--- config.mk ---
export PLATFORM = sky130hd
export DESIGN_NAME = friscv_clint_mh
export DESIGN_NICKNAME = d
export VERILOG_FILES = /design/src/rtl/friscv_clint_mh.sv
export SDC_FILE = /design/constraint.sdc
export NUM_CORES = 1
export LEC_CHECK = 0
export ABC_AREA = 1
export BUFFER_PORTS_ARGS = -buffer_cell sky130_fd_sc_hd__buf_2
export CAP_MARGIN = 40
export CORE_MARGIN = 2
export CORE_UTILIZATION = 45
export CTS_BUF_LIST = sky130_fd_sc_hd__clkbuf_8
export DETAILED_ROUTE_END_ITERATION = 10
export SLEW_MARGIN = 40
export SYNTH_ARGS = -nofsm -noshare
export SYNTH_HDL_FRONTEND = slang
export SYNTH_SLANG_ARGS = --single-unit
--- constraint.sdc ---
create_clock -name aclk -period 4.7 [get_ports aclk]
set_clock_uncertainty 0.05 [all_clocks]
set_input_delay 0.235 -clock aclk [delete_from_list [all_inputs] [get_ports aclk]]
set_output_delay 0.235 -clock aclk [all_outputs]
set_load 0.02 [all_outputs]
--- src/rtl/friscv_clint_mh.sv ---
// Multi-hart CLINT: shared 64-bit MTIME, per-hart MTIMECMP/MSIP, APB slave access.
// Optional FRISCV_CLINT_SNAPSHOT_EN (XLEN=32): a low-word MTIME read latches the high word.
module friscv_clint_mh #(
    parameter int unsigned ADDRW      = 16,
    parameter int unsigned XLEN       = 32,
    parameter int unsigned NHART      = 4,
    parameter int unsigned SYNC_DEPTH = 2
) (
    input  logic              aclk,
    input  logic              srst,
    input  logic              slv_en,
    input  logic              slv_wr,
    input  logic [ADDRW-1:0]  slv_addr,
    input  logic [XLEN-1:0]   slv_wdata,
    input  logic [XLEN/8-1:0] slv_strb,
    output logic [XLEN-1:0]   slv_rdata,
    output logic              slv_ready,
    output logic              slv_err,
    input  logic              rtc,
    output logic [NHART-1:0]  sw_irq,
    output logic [NHART-1:0]  timer_irq
);

    localparam logic [ADDRW-1:0] MsipEnd  = ADDRW'(4 * NHART);
    localparam logic [ADDRW-1:0] CmpBase  = ADDRW'(16'h4000);
    localparam logic [ADDRW-1:0] CmpSpan  = ADDRW'(8 * NHART);
    localparam logic [ADDRW-1:0] MtimeAdr = ADDRW'(16'hBFF8);

    logic [SYNC_DEPTH-1:0] rtc_sync_q;
    logic                  rtc_prev_q, tick_q;

    logic [63:0]      mtime_q, mtime_d, mtime_rd;
    logic [63:0]      cmp_q [NHART];
    logic [63:0]      cmp_d [NHART];
    logic [NHART-1:0] msip_q, msip_d, timer_q;
    logic [NHART-1:0] msip_sel, cmp_sel;
    logic             ready_q, err_q;
    logic [XLEN-1:0]  rdata_q, rd_word;

    logic             access, wr_go, ok32, ok64, err;
    logic             msip_hit, cmp_hit, mtime_hit, mtime_wr;
    logic             msip_wbit, msip_wstb;
    logic [ADDRW-1:0] cmp_off;
    logic [4:0]       msip_idx, cmp_idx;
    logic [63:0]      wdata64, wmask64, rd64;
    logic [7:0]       wstrb64;

    assign access    = slv_en & ~ready_q;
    assign wr_go     = access & slv_wr;
    assign ok32      = (slv_addr[1:0] == 2'b00);
    assign ok64      = ok32 & ((XLEN == 32) | ~slv_addr[2]);
    assign cmp_off   = slv_addr - CmpBase;
    assign msip_hit  = ok32 && (slv_addr < MsipEnd);
    assign cmp_hit   = ok64 && (cmp_off < CmpSpan);
    assign mtime_hit = ok64 && (slv_addr[ADDRW-1:3] == MtimeAdr[ADDRW-1:3]);
    assign msip_idx  = slv_addr[6:2];
    assign cmp_idx   = cmp_off[7:3];
    assign err       = ~(msip_hit | cmp_hit | mtime_hit);

    // Bus data is mapped into a 64-bit register view so one merge path serves both XLENs.
    if (XLEN == 32) begin : g_x32
        assign wdata64 = {slv_wdata, slv_wdata};
        assign wstrb64 = slv_addr[2] ? {slv_strb, 4'b0000} : {4'b0000, slv_strb};
        assign rd_word = slv_addr[2] ? rd64[63:32] : rd64[31:0];
    end else begin : g_x64
        assign wdata64 = slv_wdata;
        assign wstrb64 = slv_strb;
        assign rd_word = rd64;
    end

    always_comb begin
        for (int unsigned b = 0; b < 8; b++) begin
            wmask64[8*b +: 8] = {8{wstrb64[b]}};
        end
    end

    assign msip_wbit = slv_addr[2] ? wdata64[32] : wdata64[0];
    assign msip_wstb = slv_addr[2] ? wstrb64[4] : wstrb64[0];
    assign mtime_wr  = wr_go & mtime_hit & (|wstrb64);

    always_comb begin
        msip_d = msip_q;
        rd64   = '0;
        for (int unsigned h = 0; h < NHART; h++) begin
            msip_sel[h] = msip_hit && (msip_idx == 5'(h));
            cmp_sel[h]  = cmp_hit && (cmp_idx == 5'(h));
            cmp_d[h]    = (wr_go && cmp_sel[h]) ?
                          ((cmp_q[h] & ~wmask64) | (wdata64 & wmask64)) : cmp_q[h];
            if (wr_go && msip_sel[h] && msip_wstb) msip_d[h] = msip_wbit;
            if (msip_sel[h]) begin
                rd64 = slv_addr[2] ? {31'b0, msip_q[h], 32'b0} : {63'b0, msip_q[h]};
            end
            if (cmp_sel[h]) rd64 = cmp_q[h];
        end
        if (mtime_hit) rd64 = mtime_rd;
    end

    // A bus write to MTIME takes precedence over a concurrent tick.
    always_comb begin
        mtime_d = mtime_q;
        if (mtime_wr) begin
            mtime_d = (mtime_q & ~wmask64) | (wdata64 & wmask64);
        end else if (tick_q) begin
            mtime_d = mtime_q + 64'd1;
        end
    end

    always_ff @(posedge aclk) begin
        if (srst) begin
            rtc_sync_q <= '0;
            rtc_prev_q <= 1'b0;
            tick_q     <= 1'b0;
        end else begin
            rtc_sync_q <= {rtc_sync_q[SYNC_DEPTH-2:0], rtc};
            rtc_prev_q <= rtc_sync_q[SYNC_DEPTH-1];
            tick_q     <= rtc_sync_q[SYNC_DEPTH-1] & ~rtc_prev_q;
        end
    end

    always_ff @(posedge aclk) begin
        if (srst) begin
            mtime_q <= '0;
            msip_q  <= '0;
            timer_q <= '0;
            ready_q <= 1'b0;
            err_q   <= 1'b0;
            rdata_q <= '0;
            for (int unsigned h = 0; h < NHART; h++) cmp_q[h] <= '1;
        end else begin
            mtime_q <= mtime_d;
            msip_q  <= msip_d;
            ready_q <= access;
            for (int unsigned h = 0; h < NHART; h++) begin
                cmp_q[h]   <= cmp_d[h];
                timer_q[h] <= (mtime_q >= cmp_q[h]);
            end
            if (access) begin
                rdata_q <= rd_word;
                err_q   <= err;
            end
        end
    end

`ifdef FRISCV_CLINT_SNAPSHOT_EN
    logic [31:0] shadow_q;

    always_ff @(posedge aclk) begin
        if (srst) begin
            shadow_q <= '0;
        end else if (mtime_wr) begin
            shadow_q <= mtime_d[63:32];
        end else if (access && !slv_wr && mtime_hit && !slv_addr[2]) begin
            shadow_q <= mtime_q[63:32];
        end
    end

    assign mtime_rd = (XLEN == 32) ? {shadow_q, mtime_q[31:0]} : mtime_q;
`else
    assign mtime_rd = mtime_q;
`endif

    assign slv_rdata = rdata_q;
    assign slv_ready = ready_q;
    assign slv_err   = err_q;
    assign sw_irq    = msip_q;
    assign timer_irq = timer_q;

endmodule

==> PnR_summary.wiki, run 1 <==
{| class="wikitable"
! Metric !! Value
|-
| Number of routed nets with antenna violations || 0
|-
| Crit. End Element || register
|-
| Number of different library cells in the post-synthesis netlist || 53
|-
| Critical Path Source Type || register
|-
| Vertical extent of the die || roughly 240 um
|-
| Critical path required time || 5.21 ns
|-
| TritonCTS sink count || 366
|-
| Drt via density || 6.34
|-
| Total Die Area || 55,300 um^2
|-
| Status || finished clean
|-
| Global Route Usage Sum || 0.386
|-
| Hold Vio Cnt, Final || 0
|-
| Cell area after placement || 25,200 um^2
|-
| Post-synthesis instance total || 3,316
|-
| Final Power || 6.74 mW
|-
| Level count of the clock H-tree || 3
|-
| Peak ir drop on the vdd network || 226 uV
|-
| Setup total negative slack || 0 ns
|-
| Final wirelength || approximately 110 mm
|-
| Total grt overflow || 0
|-
| Post-detailed-route DRC marker count || 0
|-
| Placer congestion estimate || approximately 1.1
|-
| Std cell rows || between 80 and 90
|-
| Class of the tightest hold or removal check || in2reg
|-
| Peak Freq || 318 MHz
|-
| Final count of negative-setup-slack endpoints || 0
|-
| Post-route cell area || roughly 27,000 um^2
|-
| Number of flops mapped to enable cells by yosys || 0
|-
| Final worst-path cycle share || 0.670
|-
| Path type of the worst setup path || reg2reg
|-
| Initial Utilization || 0.456
|-
| RSZ-0062 raised after global routing || false
|-
| Inst Count DP || between 3,000 and 4,000
|-
| TritonCTS Buffers || 72
|-
| Router iterations before antenna repair || 7
|-
| Average footprint of a synthesized cell || 7.26 um^2
|-
| Total of max-cap violations || 0
|-
| Count of yosys warnings during synthesis || 0
|-
| Data arrival, critical path || 3.66 ns
|-
| Syn Std Cell Area || 24,100 um^2
|-
| Met2 layer usage reported by global route || 0.573
|-
| Sequential cell area in the final layout || 7330 um^2
|-
| Cell at the root of the clock tree || clkbuf_8
|-
| Final nets || 3,721
|-
| Met3 Track Usage GR || 0.0860
|-
| Post-detail-place hpwl || 81.5 mm
|-
| Most used flip-flop cell after synthesis || dfxtp_1
|-
| Number of global-route vias before repair || roughly 25,000
|-
| Routed vias || 26,217
|-
| M1 GR Usage || 0.539
|-
| First-pass GRT wire length || 160 mm
|-
| Busiest layer in global routing || met2
|-
| CTS max path bufs || 3
|-
| Relative area change from synthesis to final layout || 11.1%
|-
| Mapped Nets || 3,630
|-
| Critical-path maximum fanout || 11
|-
| Port buffer count || 98
|-
| Commonest cells after routing, fill and taps aside || nand2_1, inv_1, dfxtp_1
|-
| Pwr per Cell Area || approximately 250 nW/um^2
|-
| Non-filler instance count after layout || 4,138
|-
| Routed len/inst || 26.5 um
|-
| Part of the Yosys area used for sequential elements || 0.305
|-
| Number of antenna violations at the first check in global routing || 4
|-
| Reg clk slew, reported paths || 0.06 ns
|-
| Post CTS Setup Buffer Count || 0
|-
| Slew @ Worst Pin || about 0.99 ns
|-
| Worst Hold Slack || ~0.044 ns
|-
| Depth of the worst register-to-register path || 11
|-
| Filler Cell Count || 5,350
|-
| DIE WIDTH || 235 um
|-
| Most common library cell in the layout ignoring fill and taps || nand2_1
|-
| Headroom to the max-slew limit || 0.338
|-
| Core box area || 52,800 um^2
|-
| Static leakage power || 13.6 nW
|-
| Share of flip-flops with an asynchronous set or reset after synthesis || 0
|-
| Min cycle time layout || 3.15 ns
|-
| Area occupied by multi-input gates || 14,400 um^2
|-
| Final-report max-slew violation count || 0
|-
| Worst hold path stage count || 6
|-
| Proportion of layout cells with a drive suffix above 1 || 0.0919
|-
| CTS tree || built
|-
| Number of violations reported at the end of detailed-routing iteration 0 || approximately 3,100
|-
| Source-to-sink clock delay at the later pin of the worst-skew pair || just under 0.7 ns
|-
| Number of top-level pins || 99
|-
| Number of register bits inferred by synthesis || 366
|-
| Largest net degree at the start of global routing || ~120
|}
-- worst max-delay path, stage by stage, from the launching register on --
cell and delay (ns):
dfxtp_1 0.71, ha_1 0.34, nand2_1 0.13, o21ai_0 0.18, nand2_1 0.10, o211ai_1 0.22
nand2_1 0.15, o2111ai_1 0.21, a21oi_1 0.54, nand3_1 0.23, nand2_1 0.11, inv_1 0.06
-- cell usage after synthesis, drive strengths merged (5+ instances only) --
library cell / number / share of area
nand2: 665 / 0.11
inv: 477 / 0.074
dfxtp: 366 / 0.30
a21oi: 288 / 0.060
o221ai: 278 / 0.10
ha: 257 / 0.13
nor2: 214 / 0.036
o21ai: 157 / 0.034
nand3: 145 / 0.032
clkbuf: 90 / 0.014
nor3: 60 / 0.013
nand4: 54 / 0.015
buf: 49 / 0.012
o211ai: 49 / 0.015
a31oi: 32 / 0.0083
o22ai: 21 / 0.0055
nor4: 16 / 0.0048
xnor2: 13 / 0.0047
o31ai: 12 / 0.0037
xor2: 12 / 0.0044
or2: 10 / 0.0026
and3: 9 / 0.0023
a21o: 7 / 0.0022
o2111ai: 6 / 0.0022
o21a: 5 / 0.0016
-- cell families after synthesis --
kind of cell / count (synthesis) / synth area share
compound gates: 867 / 0.238
xor+xnor: 25 / 0.00910
fa+ha+maj: 257 / 0.134
buf+inv: 619 / 0.101
flops: 366 / 0.305
simple gates: 1182 / 0.214
-- stage by stage --
| stage | worst slack, ns | utilization |
|---|---|---|
| after CTS | 1.68 | 0.506 |
| after global routing | 1.49 | 0.507 |
| after global placement | 1.57 | 0.476 |
| final | 1.55 | 0.507 |
| after detailed placement | 1.40 | 0.477 |
| after floorplan | 2.57 | - |
-- metal layers --
metal  up-vias  part of all wire
met3       281              0.11
li1      11828                 -
met4         4             0.042
met2      1596              0.42
met5         -           0.00026
met1     12508              0.43
-- final timing paths --
kind	start	end	slack [ns]
setup / recovery	register	timer_irq[0]$_SDFF_PP0_	1.55
hold / removal	slv_addr[0]	sw_irq[0]$_SDFFE_PP0P_	0.04
setup reg to reg	register	timer_irq[0]$_SDFF_PP0_	1.55
hold reg to reg	rtc_prev_q$_SDFF_PP0_	tick_q$_SDFF_PP0_	0.35
-- layout make-up --
cell class / count / share of cell area
multi-input cells: 2331 / 0.538
flip-flops and latches: 366 / 0.274
inverters: 480 / 0.0677
clock buffers: 83 / 0.0427
repair buffers: 156 / 0.0393
well taps: 688 / 0.0322
clock inverters: 33 / 0.00585
diodes: 1 / 0.0000936
-- power by group --
group,leakage (nW),switching [mW],internal (mW)
Combinational,9.92,0.353,0.121
Sequential,2.96,0.0324,3.13
Clock,0.752,1.51,1.59
-- repair_timing --
item / 4_1_cts / 5_1_grt
hold buffers: 24 / 0
hold endpoints to repair: 81 / 0
resized for setup: 0 / 0
No activity file was read; power rests on OpenSTA's default activity.
==> run 2: changes to the inputs <==
Clock period 4.7 ns to 3.2 ns, I/O delays scaled along.
==> run 2 against run 1 <==
Final area is 3.7% higher. Sequential power rose by 46%. Via count is 0.40% higher. Largest cell class unchanged.
==> PnR_summary.wiki, run 2 (synthesized netlist as in run 1, its figures left out) <==
{| class="wikitable"
! Metric !! Value
|-
| Cell at the root of the clock tree || clkbuf_8
|-
| Drt via density || 6.17
|-
| Post CTS Setup Buffer Count || 0
|-
| First-pass GRT wire length || roughly 160 mm
|-
| R2r setup slk || 0.18 ns
|-
| Source-to-sink clock delay at the later pin of the worst-skew pair || 0.68 ns
|-
| Global Route Usage Sum || 0.380
|-
| Final-report max-slew violation count || 0
|-
| Min cycle time layout || 3.02 ns
|-
| Worst hold path stage count || 8
|-
| Headroom to the max-slew limit || 0.382
|-
| Total grt overflow || 0
|-
| Initial Utilization || 0.456
|-
| Number of top-level pins || slightly below 100
|-
| Clock share of power || 0.470
|-
| CP Buf/Inv Count || 2
|-
| Net Sw Power || 2.81 mW
|-
| Largest net degree at the start of global routing || 85
|-
| Number of routed nets with antenna violations || 0
|-
| Std cell rows || 84
|-
| Slew @ Worst Pin || 0.923 ns
|-
| Top cell family by delay on the critical path || simple AND/OR/NAND/NOR gates
|-
| Highest cell delay on the worst timing path || 0.63 ns
|-
| Inst Count DP || 4,096
|-
| Gate power share || 0.075
|-
| Proportion of layout cells with a drive suffix above 1 || 0.115
|-
| Final wirelength || 108 mm
|-
| DIE WIDTH || between 200 and 250 um
|-
| Final count of negative-setup-slack endpoints || 0
|-
| Critical-path cell with the highest stage delay || dfxtp_1
|-
| Routed len/inst || 25.3 um
|-
| RSZ-0062 raised after global routing || false
|-
| Level count of the clock H-tree || 3
|-
| Number of global-route vias before repair || 25,188
|-
| Static leakage power || 14.3 nW
|-
| Fraction of power spent switching nets || 0.277
|-
| Number of antenna violations at the first check in global routing || 4
|-
| Total Die Area || 55,300 um^2
|-
| Non-filler instance count after layout || 4,266
|-
| Placer congestion estimate || 1.02
|-
| Setup total negative slack || 0 ns
|-
| Most common library cell in the layout ignoring fill and taps || nand2_1
|-
| Peak Freq || ~330 MHz
|-
| Internal Dissipation || 7.34 mW
|-
| Path type of the worst setup path || reg2reg
|-
| Status || finished clean
|-
| Final nets || about 3,800
|-
| Port buffer count || 98
|-
| Number of violations reported at the end of detailed-routing iteration 0 || around 3,100
|-
| Commonest cells after routing, fill and taps aside || nand2_1, inv_1, dfxtp_1
|-
| Reg clk slew, reported paths || 0.06 ns
|-
| Pwr per Cell Area || between 300 and 400 nW/um^2
|-
| Router iterations before antenna repair || 6
|-
| Post-detail-place hpwl || 81.1 mm
|-
| Cell occurring most often along the worst timing path || nand2_1
|-
| CTS max path bufs || 3
|-
| Worst-path cell chain || inv_1 > nor3_1 > nand2_1 > nor2_1 > nand2_1 > xnor2_1 > o22ai_1 > a21oi_1 > dlygate4sd3_1
|-
| Data arrival, critical path || 3.53 ns
|-
| Critical-path maximum fanout || 10
|-
| Sequential share of power || 0.455
|-
| Depth of the critical timing path with buffers and inverters included || 9
|-
| Total of max-cap violations || 0
|-
| TritonCTS Buffers || around 70
|-
| Hold Vio Cnt, Final || 0
|-
| Vertical extent of the die || 235 um
|-
| Number of gates resized after cts || 0
|-
| Class of the tightest hold or removal check || in2reg
|-
| Depth of the worst register-to-register path || 9
|-
| Relative area change from synthesis to final layout || 15.3%
|-
| Critical Path Source Type || register
|-
| Routed vias || approximately 26,000
|-
| TritonCTS sink count || 366
|-
| Critical path required time || 3.71 ns
|-
| Core box area || 52,800 um^2
|-
| Post-detailed-route DRC marker count || 0
|-
| CTS tree || built
|-
| Final worst-path cycle share || 0.945
|-
| Peak ir drop on the vdd network || 287 uV
|-
| Crit. End Element || register
|}
[run 2: changes by cell type in the layout (fill, tap and decap cells not counted), sizes merged]
| cell | before | now |
|---|---|---|
| clkinv | 4 | 6 |
| buf | 132 | 231 |
| bufinv | 0 | 1 |
| dlygate4sd3 | 24 | 43 |
| diode | 1 | 2 |
| clkbuf | 83 | 87 |
| inv | 506 | 509 |
| clkinvlp | 3 | 2 |
[run 2: repair_timing]
action	4_1_cts	5_1_grt
hold buffers	43	0
setup endpoints to repair	0	0
endpoints found under the hold margin	212	0
[run 2: through the flow]
stage | hold slack, ns | total power [mW] | setup WS, ns | utilization | area [um^2]
2_1_floorplan | 0.217 | 5.08 | 1.07 | - | 24100
3_3_place_gp | 0.320 | 5.41 | 0.273 | 0.491 | 25900
3_5_place_dp | 0.334 | 5.41 | 0.272 | 0.491 | 25900
4_1_cts | 0.0190 | 10.2 | 0.228 | 0.526 | 27700
5_1_grt | 0.0663 | 10.4 | 0.00249 | 0.526 | 27700
6_report | 0.0626 | 10.2 | 0.177 | 0.526 | 27700
[run 2: worst reg2reg max path, stage by stage (launching register included)]
cell and delay, ns:
dfxtp_1 0.63, inv_1 0.14, nor3_1 0.38, nand2_1 0.17
nor2_1 0.25, nand2_1 0.26, xnor2_1 0.20, o22ai_1 0.19
a21oi_1 0.08, dlygate4sd3_1 0.55
[run 2: how the worst min path moves through the flow]
stage	slack, ns	startpoint	endpoint
finish	0.06	slv_addr[0]	slv_rdata[0]$_SDFFE_PP0P_
global route	0.07	slv_strb[3]	register
CTS	0.02	slv_addr[0]	slv_rdata[0]$_SDFFE_PP0P_
detailed placement	0.33	rtc	rtc_sync_q[0]$_SDFF_PP0_
global placement	0.32	rtc	rtc_sync_q[0]$_SDFF_PP0_
floorplan	0.22	rtc	rtc_sync_q[0]$_SDFF_PP0_
[run 2: cell type report]
type | count | area, um^2
clock buffer | 87 | 1200
sequential | 366 | 7330
fill | 5324 | 25000
timing repair buffer | 274 | 2000
inverter | 480 | 1810
multi-input combinational | 2331 | 14300
clock inverter | 38 | 205
tap | 688 | 861
antenna | 2 | 5.00
[run 2: power by group through the flow]
| stage | registers [mW] | logic, mW | clock network [mW] |
|---|---|---|---|
| global route | 4.62 | 0.801 | 5.00 |
| finish | 4.62 | 0.762 | 4.77 |
| detailed placement | 4.72 | 0.695 | 0 |
| global placement | 4.72 | 0.690 | 0 |
| CTS | 4.62 | 0.735 | 4.80 |
| floorplan | 4.74 | 0.347 | 0 |
[run 2: per-layer routing]
| layer | share of wire | track usage |
|---|---|---|
| met1 | 0.43 | 0.526 |
| met2 | 0.42 | 0.566 |
| met3 | 0.11 | 0.0901 |
| met4 | 0.043 | 0.153 |
| met5 | 0.00013 | 0 |
